## config.mk

```make
export PLATFORM = sky130hd
export DESIGN_NAME = regbank_loader_flat
export DESIGN_NICKNAME = d
export VERILOG_FILES = /design/src/rtl/regbank_pkg.sv /design/src/rtl/regbank_loader_if.sv /design/src/rtl/regbank_loader_timeout.sv /design/src/rtl/regbank_loader.sv /design/src/flat_wrapper.sv
export SDC_FILE = /design/constraint.sdc
export NUM_CORES = 1
export LEC_CHECK = 0
export ABC_CLOCK_PERIOD_IN_PS = 4200
export BUFFER_PORTS_ARGS = -buffer_cell sky130_fd_sc_hd__buf_4
export CAP_MARGIN = 20
export CORE_MARGIN = 2
export CORE_UTILIZATION = 35
export DETAILED_ROUTE_END_ITERATION = 10
export GPL_TIMING_DRIVEN = 1
export PLACE_DENSITY = 0.62
export SETUP_SLACK_MARGIN = 0.2
export SYNTH_ARGS = -nofsm -noshare
export SYNTH_HDL_FRONTEND = slang
export SYNTH_SLANG_ARGS = --single-unit
```

## constraint.sdc

```tcl
create_clock -name i_clk -period 4.2 [get_ports i_clk]
set_input_delay 0.21 -clock i_clk [delete_from_list [all_inputs] [get_ports i_clk]]
set_output_delay 0.21 -clock i_clk [all_outputs]
set_load 0.01 [all_outputs]
```

## src/rtl/regbank_pkg.sv

```systemverilog
// rtl/regbank_pkg.sv - shared types and constants for the regbank loader
package regbank_pkg;

    // Frame parser states; HDR_HI doubles as idle
    typedef enum logic [2:0] {
        ST_HDR_HI,
        ST_HDR_LO,
        ST_HDR_CNT,
        ST_DATA,
        ST_WRITE
    } loader_state_t;

    // Words-remaining counter width: holds 1..256
    localparam int CNT_W = 9;

    // Byte offsets of the frame header fields
    localparam int FRM_ADDR_HI = 0;
    localparam int FRM_ADDR_LO = 1;
    localparam int FRM_COUNT   = 2;
    localparam int FRM_HDR_LEN = 3;

    function automatic int bytes_of(input int word_width);
        return word_width / 8;
    endfunction

    // Byte index width, never narrower than one bit
    function automatic int bidx_w_of(input int n_bytes);
        return (n_bytes > 2) ? $clog2(n_bytes) : 1;
    endfunction

    // Defaults for the standard 32-bit regbank
    localparam int BYTES  = bytes_of(32);
    localparam int BIDX_W = bidx_w_of(BYTES);

endpackage

```

## src/rtl/regbank_loader_if.sv

```systemverilog
// rtl/regbank_loader_if.sv - byte stream in, regbank write port out
interface regbank_loader_if #(
    parameter int ADDR_WIDTH = 12,
    parameter int WORD_WIDTH = 32
);
    logic                  i_valid;
    logic [7:0]            i_data;
    logic                  o_ready;
    logic                  o_write;
    logic [ADDR_WIDTH-1:0] o_addr;
    logic [WORD_WIDTH-1:0] o_value;

    // Loader side: sinks bytes, sources regbank writes
    modport slave (
        input  i_valid, i_data,
        output o_ready, o_write, o_addr, o_value
    );

    // Feeder side: sources bytes, observes regbank writes
    modport master (
        output i_valid, i_data,
        input  o_ready, o_write, o_addr, o_value
    );
endinterface

```

## src/rtl/regbank_loader_timeout.sv

```systemverilog
// rtl/regbank_loader_timeout.sv - idle watchdog with one-cycle expire pulse
module regbank_loader_timeout #(
    parameter int TIMEOUT = 1024
) (
    input  logic i_clk,
    input  logic i_rst,
    input  logic i_enable,
    input  logic i_kick,
    output logic o_expire
);
    localparam int            CW      = (TIMEOUT > 2) ? $clog2(TIMEOUT) : 1;
    localparam logic [CW-1:0] LIMIT   = CW'((TIMEOUT > 0) ? TIMEOUT - 1 : 0);
    localparam bit            ENABLED = (TIMEOUT > 0);

    logic [CW-1:0] r_cnt;

    // Expire fires on the TIMEOUT-th consecutive idle cycle
    assign o_expire = ENABLED && i_enable && !i_kick && (r_cnt == LIMIT);

    // Count idle cycles; any kick, disable or expiry restarts from zero
    always_ff @(posedge i_clk or posedge i_rst) begin
        if (i_rst) begin
            r_cnt <= '0;
        end else if (!i_enable || i_kick || o_expire) begin
            r_cnt <= '0;
        end else begin
            r_cnt <= r_cnt + CW'(1);
        end
    end
endmodule

```

## src/rtl/regbank_loader.sv

```systemverilog
// rtl/regbank_loader.sv - parses burst-write frames into regbank word writes
module regbank_loader
    import regbank_pkg::*;
#(
    parameter int ADDR_WIDTH = 12,
    parameter int WORD_WIDTH = 32,
    parameter int TIMEOUT    = 1024
) (
    input  logic                i_clk,
    input  logic                i_rst,
    regbank_loader_if.slave     bus,
    output logic                o_busy,
    output logic                o_done,
    output logic                o_timeout
);
    localparam int BYTES_N = bytes_of(WORD_WIDTH);
    localparam int BIDX_N  = bidx_w_of(BYTES_N);

    loader_state_t         r_state;
    loader_state_t         w_next;
    logic [7:0]            r_hi;
    logic [ADDR_WIDTH-1:0] r_addr;
    logic [CNT_W-1:0]      r_words;
    logic [BIDX_N-1:0]     r_bidx;
    logic [WORD_WIDTH-1:0] r_asm;
    logic [WORD_WIDTH-1:0] w_word;
    logic                  r_write;
    logic                  r_done;
    logic [ADDR_WIDTH-1:0] r_o_addr;
    logic [WORD_WIDTH-1:0] r_o_value;
    logic                  w_accept;
    logic                  w_last_byte;
    logic                  w_expire;
    logic                  w_kick;

    assign bus.o_ready  = !i_rst && (r_state != ST_WRITE);
    assign w_accept     = bus.i_valid && bus.o_ready;
    assign w_last_byte  = (r_bidx == BIDX_N'(BYTES_N - 1));
    assign w_kick       = w_accept || (r_state == ST_WRITE);

    assign o_busy       = (r_state != ST_HDR_HI);
    assign o_done       = r_done;
    assign o_timeout    = w_expire;
    assign bus.o_write  = r_write;
    assign bus.o_addr   = r_o_addr;
    assign bus.o_value  = r_o_value;

    regbank_loader_timeout #(.TIMEOUT(TIMEOUT)) u_watchdog (
        .i_clk    (i_clk),
        .i_rst    (i_rst),
        .i_enable (o_busy),
        .i_kick   (w_kick),
        .o_expire (w_expire)
    );

    // Assembly register with the incoming byte merged at the current index
    always_comb begin
        w_word = r_asm;
        w_word[{r_bidx, 3'b000} +: 8] = bus.i_data;
    end

    // State register
    always_ff @(posedge i_clk or posedge i_rst) begin
        if (i_rst) begin
            r_state <= ST_HDR_HI;
        end else begin
            r_state <= w_next;
        end
    end

    // Next-state: walk the header, gather words, abort to idle on watchdog expiry
    always_comb begin
        w_next = r_state;
        case (r_state)
            ST_HDR_HI:  if (w_accept) w_next = ST_HDR_LO;
            ST_HDR_LO:  if (w_expire) w_next = ST_HDR_HI;
                        else if (w_accept) w_next = ST_HDR_CNT;
            ST_HDR_CNT: if (w_expire) w_next = ST_HDR_HI;
                        else if (w_accept) w_next = ST_DATA;
            ST_DATA:    if (w_expire) w_next = ST_HDR_HI;
                        else if (w_accept && w_last_byte) w_next = ST_WRITE;
            ST_WRITE:   w_next = (r_words == CNT_W'(1)) ? ST_HDR_HI : ST_DATA;
            default:    w_next = ST_HDR_HI;
        endcase
    end

    // Header latching, word assembly and the registered regbank write port
    always_ff @(posedge i_clk or posedge i_rst) begin
        if (i_rst) begin
            r_hi      <= '0;
            r_addr    <= '0;
            r_words   <= '0;
            r_bidx    <= '0;
            r_asm     <= '0;
            r_write   <= 1'b0;
            r_done    <= 1'b0;
            r_o_addr  <= '0;
            r_o_value <= '0;
        end else begin
            r_write <= 1'b0;
            r_done  <= 1'b0;
            case (r_state)
                ST_HDR_HI: if (w_accept) r_hi <= bus.i_data;
                ST_HDR_LO: if (w_accept) r_addr <= ADDR_WIDTH'({r_hi, bus.i_data});
                ST_HDR_CNT: if (w_accept) begin
                    r_words <= (bus.i_data == 8'd0) ? CNT_W'(256) : {1'b0, bus.i_data};
                    r_bidx  <= '0;
                end
                ST_DATA: if (w_accept) begin
                    r_asm <= w_word;
                    if (w_last_byte) begin
                        r_bidx    <= '0;
                        r_write   <= 1'b1;
                        r_o_addr  <= r_addr;
                        r_o_value <= w_word;
                        r_done    <= (r_words == CNT_W'(1));
                    end else begin
                        r_bidx <= r_bidx + BIDX_N'(1);
                    end
                end
                ST_WRITE: begin
                    r_addr  <= r_addr + ADDR_WIDTH'(1);
                    r_words <= r_words - CNT_W'(1);
                end
                default: ;
            endcase
        end
    end
endmodule

```

## src/flat_wrapper.sv

```systemverilog
// flat-port wrapper written by rule: the top's interface ports become plain ports
module regbank_loader_flat import regbank_pkg::*;
#(
    parameter int ADDR_WIDTH = 12,
    parameter int WORD_WIDTH = 32,
    parameter int TIMEOUT    = 1024
)
  (i_clk, i_rst, o_busy, o_done, o_timeout, bus_i_valid, bus_i_data, bus_o_ready, bus_o_write, bus_o_addr, bus_o_value);
  regbank_loader_if #(.ADDR_WIDTH(ADDR_WIDTH), .WORD_WIDTH(WORD_WIDTH)) bus_i ();
  input  logic i_clk;
  input  logic i_rst;
  output logic o_busy;
  output logic o_done;
  output logic o_timeout;
  input wire logic [$bits(bus_i.i_valid)-1:0] bus_i_valid;
  input wire logic [$bits(bus_i.i_data)-1:0] bus_i_data;
  output wire logic [$bits(bus_i.o_ready)-1:0] bus_o_ready;
  output wire logic [$bits(bus_i.o_write)-1:0] bus_o_write;
  output wire logic [$bits(bus_i.o_addr)-1:0] bus_o_addr;
  output wire logic [$bits(bus_i.o_value)-1:0] bus_o_value;
  assign bus_i.i_valid = bus_i_valid;
  assign bus_i.i_data = bus_i_data;
  assign bus_o_ready = bus_i.o_ready;
  assign bus_o_write = bus_i.o_write;
  assign bus_o_addr = bus_i.o_addr;
  assign bus_o_value = bus_i.o_value;
  regbank_loader #(.ADDR_WIDTH(ADDR_WIDTH), .WORD_WIDTH(WORD_WIDTH), .TIMEOUT(TIMEOUT)) u_core (.i_clk(i_clk), .i_rst(i_rst), .bus(bus_i), .o_busy(o_busy), .o_done(o_done), .o_timeout(o_timeout));
endmodule
```

==> Yosys cells after proc, flatten, opt, wreduce, memory -nomap -nowiden <==
Index checks and enable logic that the tools add are counted.
{ "totals": {"register_bits": 118, "output_inout_bits": 49, "elab_cells": 83} }
{ "op_classes": {"addsub": 5, "n_eq_ne": 15, "n_shift": 2, "mux": 26, "reduce_logical": 24} }
{ "ops": {"columns": ["operator", "n"], "rows": [
  ["$bwmux W32", 1],
  ["$shift A8 B7 Y32 const A", 1],
  ["$shiftx A8 B7 Y32", 1],
  ["$pmux W12 S2", 1],
  ["$mux W3", 7],
  ["$mux W9", 2],
  ["$pmux W9 S2", 1],
  ["$pmux W3 S5", 1],
  ["$add A12 B1 Y12 const B", 1],
  ["$mux W12", 1],
  ["$add A10 B1 Y10 const B", 1],
  ["$eq A10 B10 Y1 const B", 1],
  ["$mux W10", 1],
  ["$eq A9 B1 Y1 const B", 1],
  ["$ne A3 B2 Y1 const B", 3],
  ["$sub A9 B1 Y9 const B", 1],
  ["$logic_not A8 Y1", 1],
  ["$mux W2", 4],
  ["$ne A2 B1 Y1 const B", 4],
  ["$reduce_and A2 Y1", 4],
  ["$neg A5 Y7", 1],
  ["$eq A3 B2 Y1 const B", 2],
  ["$mux W1", 6],
  ["$reduce_and A3 Y1", 2],
  ["13 further kinds", 23]
]} }

==> Logic depth before layout (Yosys ltp) <==
{ "depth": {"ltp_word": 9, "ltp_mapped": 8, "mapped_depth_nobuf": 6} }

==> By module <==
From an unflattened synthesis, not the netlist that was laid out.
{ "unflattened": {"cells_unflattened": 533, "hier_area_um2": 5494.0} }
{ "by_module_without_submodules": {"columns": ["module", "n_inst", "cells_each", "area_each_um2", "seq_area_each_um2"], "rows": [
  ["regbank_loader", 1, 481, 4987.3, 2702.6],
  ["regbank_loader_timeout", 1, 52, 506.7, 250.2]
]} }

==> Worst setup path after synthesis <==
No wires, ideal clock.
{ "synth_path": {"path_kind": "reg2reg", "from": "register u_core.r_bidx[0]", "to": "register u_core.r_asm[16]", "setup_ns": 0.121, "arrival_ns": 1.795, "slack_ns": 2.284, "stages_incl_launch_ff": 8, "path_buffers": 2, "period_less_slack_ns": 1.916, "cell_sequence": "dfrtp_1 -> inv_1 -> ha_1 -> and4bb_2 -> buf_2 -> and3_1 -> buf_2 -> a22o_1"} }
{ "synth_via": {"elab_chain_len": 3, "elab_cells_between_ends": 4, "cone_classes": "add/sub: 1; shift: 2; mux: 1"} }
{ "synth_rtl": {"columns": ["item", "line_no", "source"], "rows": [
  ["start, declared", "regbank_loader.sv:24", "logic [BIDX_N-1:0] r_bidx;"],
  ["start signal, assigned", "regbank_loader.sv:118", "r_bidx <= r_bidx + BIDX_N'(1);"],
  ["$neg A5 Y7 *", "regbank_loader.sv:59", "w_word[{r_bidx, 3'b000} +: 8] = bus.i_data;"],
  ["$shiftx A8 B7 Y32 / $shift A8 B7 Y32 (equally long branches)", "regbank_loader.sv:59", null],
  ["$bwmux W32 *", "regbank_loader.sv:59", null],
  ["end signal, assigned", "regbank_loader.sv:110", "r_asm <= w_word;"],
  ["end, declared", "regbank_loader.sv:25", "logic [WORD_WIDTH-1:0] r_asm;"]
]} }
Mark *: on every way between the ends. The rest lies on a longest branch, timed or not.
A chain may end at the register's enable or synchronous reset.

==> Worst setup path after layout <==
{ "layout_path": {"from": "input port i_rst", "to": "register u_core.r_o_addr[11] (netlist: u_core.bus.o_addr[11])"} }
{ "layout_via": {"elab_chain_len": 4} }
{ "layout_rtl": {"columns": ["item", "line_no", "source"], "rows": [
  ["start, declared", "flat_wrapper.sv:11", "input logic i_rst;"],
  ["$logic_not A1 Y1 (no line)", null, null],
  ["$logic_and A1 B1 Y1", "regbank_loader.sv:36", "assign bus.o_ready = !i_rst && (r_state != ST_WRITE);"],
  ["$logic_and A1 B1 Y1", "regbank_loader.sv:37", "assign w_accept = bus.i_valid && bus.o_ready;"],
  ["$reduce_and A3 Y1 (no line)", null, null],
  ["end signal, assigned", "regbank_loader.sv:114", "r_o_addr <= r_addr;"],
  ["end, declared", "regbank_loader.sv:29", "logic [ADDR_WIDTH-1:0] r_o_addr;"]
]} }
Every way passes these cells.

==> results.txt <==
outcome = completed
CTS H-tree depth = 4
crit path from = i_rst
Syn Nets = 537
setup TNS = 0 ns
CTS Buffer Depth = 2
first-pass GRT wire length = 21,400 µm
fin util = 43.84%
area grow syn2layout = 22.62%
Reg-to-Reg Start = u_core.r_state[1]
Initial DRT Pass Iterations = 4
unrepaired setup endpoints after global routing = false
VDD IR max = 0.0003897 V
Die ar. = 16,480 µm²
CP dominant cell by count = buf_4
crit end category = flip-flop
share of cells above drive strength 1 = 20.34%
GRT Resource Usage Total = 16.72%
Cell Pwr Density = 659.6 nW/µm²
final cycle utilization of the critical path = 62.86%
# fillers = 1,444
I/O Buffers = 59
Post-synth ARST share = 100.0%
Pwr Total = 4380 µW
mean post-synth cell area = 10.49 µm²
Synth Flop Type = dfrtp_1
crit path DAT = 2.94 ns
Placeable Area = 15,150 µm²
required time of the critical path = 4.50 ns
root buf cell = clkbuf_16
CTS resizes = 0
Die X = 128.4 µm
Max FO, Critical Path = 43
WS Path Type = in2reg
crit path time final = 2.640 ns
WHS = 0.1533 ns
crit path max-delay cell type = nand3_2
Routed WL = 12,700 µm
critical-path cell list = dlygate4sd3_1, buf_4, and4bb_1, nand3_2, buf_4, mux2_2
DR vias/cell = 5.320
initial antenna violation count = 0
Starting DRT DRC Count = 253
startpoint types = primary input
max_cap viols = 0
Cell Rows = 45
Slew Viols, Final = 0
leakage = 0.003110 µW
synthesized instance count = 516
clk_lat worst skew = 0.42 ns
post-synthesis sequential area ratio = 54.53%
area share of the leading cell type in the synthesized netlist = 54.53%
register bit total from synthesis = 118
Post-DRT Antenna Nets = 0
Die H = 128.4 µm
Worst Hold Launch = bus_i_data[1]
type of the tightest min-delay check = in2reg
DRC = 0
GRT overflow = 0
vias in the first global route = 4,193
library cells used by synthesis = 48
Post-synth EDFFs = 0
starting density of the core = 35.75%
R2R Setup Slk = 1.60 ns
Slew headroom = 42.34%
CTS sink count = 118
synthesized area = 5415 µm²
# setup viols final = 0
CTS tree = yes
ANT cells = 0
# IOs = 60
Area contributors post-synth = dfrtp_1 (55%), a22o_1 (5.2%), nand2_1 (4.0%), nor2b_1 (3.8%), o21ai_0 (3.6%)
GPL Wtd Cong = 0.8136
maximum clock rate = 378.8 MHz
clock skew = 0.01288 ns
worst r2r dst = u_core.bus.o_addr[11]
Num CTS Buffers = 17
WL/cell = 16.54 µm
Yosys top cell by area = dfrtp_1
nets = 588
largest net degree at the start of global routing = 55
Largest stage delay, worst path = 0.72 ns
worst-margin pin slew = 0.8639 ns
Detail Placement HPWL = 8453 µm
Syn. warnings = 0
final hold vios = 0
R2R cell count = 4
clk slew on worst S/H paths = 0.05 ns
DR vias = 4,086
crit path to = u_core.bus.o_addr[11]
==> worst min-delay path by stage <==
stage                                        end  slack [ns]  depth (start not counted)
after detailed placement       u_core.r_state[1]        0.26                          2
after global routing           u_core.r_words[3]        0.16                          3
final                           u_core.r_addr[1]        0.15                          3
after CTS                      u_core.r_words[3]        0.14                          3
after global placement         u_core.r_state[2]        0.25                          2
after floorplan           u_core.bus.o_value[25]        0.40                          2
==> cells in the mapped netlist, drive strengths merged (3+ instances only) <==
| cell | instances |
|---|---|
| dfrtp | 118 |
| nand2 | 58 |
| o21ai | 39 |
| a21oi | 38 |
| nor2b | 33 |
| a22o | 32 |
| nor2 | 27 |
| buf | 17 |
| mux2 | 16 |
| nand3 | 16 |
| clkbuf | 15 |
| ha | 10 |
| inv | 10 |
| xor2 | 9 |
| and3 | 8 |
| and4 | 6 |
| nand4 | 5 |
| o211ai | 5 |
| a31oi | 4 |
| and2 | 4 |
| nand2b | 4 |
| nor3 | 4 |
| a211oi | 3 |
| a311oi | 3 |
| and4bb | 3 |
| nor4 | 3 |
| o221a | 3 |
| o311ai | 3 |
==> placed cells by master (no fill, tap or decap), drive strengths merged, types with 6 or more instances in the layout <==
master / n
nor2b: 33
and3: 8
clkbuf: 23
and4: 6
a21oi: 38
dfrtp: 118
buf: 63
nand3: 16
inv: 10
o21ai: 39
nor2: 27
nand2: 58
ha: 10
xor2: 9
mux2: 16
a22o: 32
==> registers in the layout, summed over array words and instances, names as in the netlist <==
register / count
u_core.bus.o_addr: 12
u_core.bus.o_value: 32
u_core.bus.o_write: 1
u_core.o_done: 1
u_core.r_addr: 12
u_core.r_asm: 32
u_core.r_bidx: 2
u_core.r_hi: 4
u_core.r_state: 3
u_core.r_words: 9
u_core.u_watchdog.r_cnt: 10
==> power by group <==
part | internal (µW) | switching [µW] | total, µW
logic | 502 | 520 | 1020
clock network | 1110 | 505 | 1620
registers | 1470 | 273 | 1740
==> stage by stage <==
stage	worst slack (ns)	instance area (µm²)	instances
after global placement	1.736	5972	735
after floorplan	0.8609	5415	516
after global routing	1.375	6640	768
after CTS	1.568	6640	768
final	1.560	6640	768
after detailed placement	1.601	5972	735
==> layout make-up <==
| class | instances | area (µm²) | share of cell area [%] |
|---|---|---|---|
| sequential | 118 | 2953 | 44.47 |
| clock inverter | 9 | 170.2 | 2.563 |
| clock buffer | 23 | 488.0 | 7.349 |
| timing repair buffer | 64 | 483.0 | 7.273 |
| multi-input combinational | 356 | 2271 | 34.20 |
| tap | 188 | 235.2 | 3.542 |
| inverter | 10 | 40.04 | 0.6030 |
==> kinds of logic after synthesis <==
group                      Yosys count  synth area share (%)
and+or+nand+nor                    180                 17.56
muxes                               18                 3.697
AOI/OAI and AO/OA                  138                 16.75
buffers and inverters               42                 3.535
xor gates and xnor gates            10                 1.617
adders and majority gates           10                 2.311
DFF                                118                 54.53
==> critical path, delay by kind of cell <==
| kind | cells | cell delay (ns) |
|---|---|---|
| multiplexers | 1 | 0.31 |
| AND/OR/NAND/NOR | 2 | 1.19 |
| buffers and inverters | 3 | 1.22 |
==> routing by layer <==
metal / wire (µm) / vias up / part of all wire [%] / GRT usage [%]
met5: 0 / - / 0 / 0
met4: 248 / 0 / 2.0 / 8.209
met1: 5725 / 2014 / 45 / 21.47
met2: 5995 / 101 / 47 / 26.25
met3: 732 / 21 / 5.8 / 4.491
li1: - / 1950 / - / -
==> repair_timing <==
action,in CTS,in global routing
hold endpoints to repair,29,0
buffers inserted,0,0
hold buffers,1,0
No activity file was read; power rests on OpenSTA's default activity.
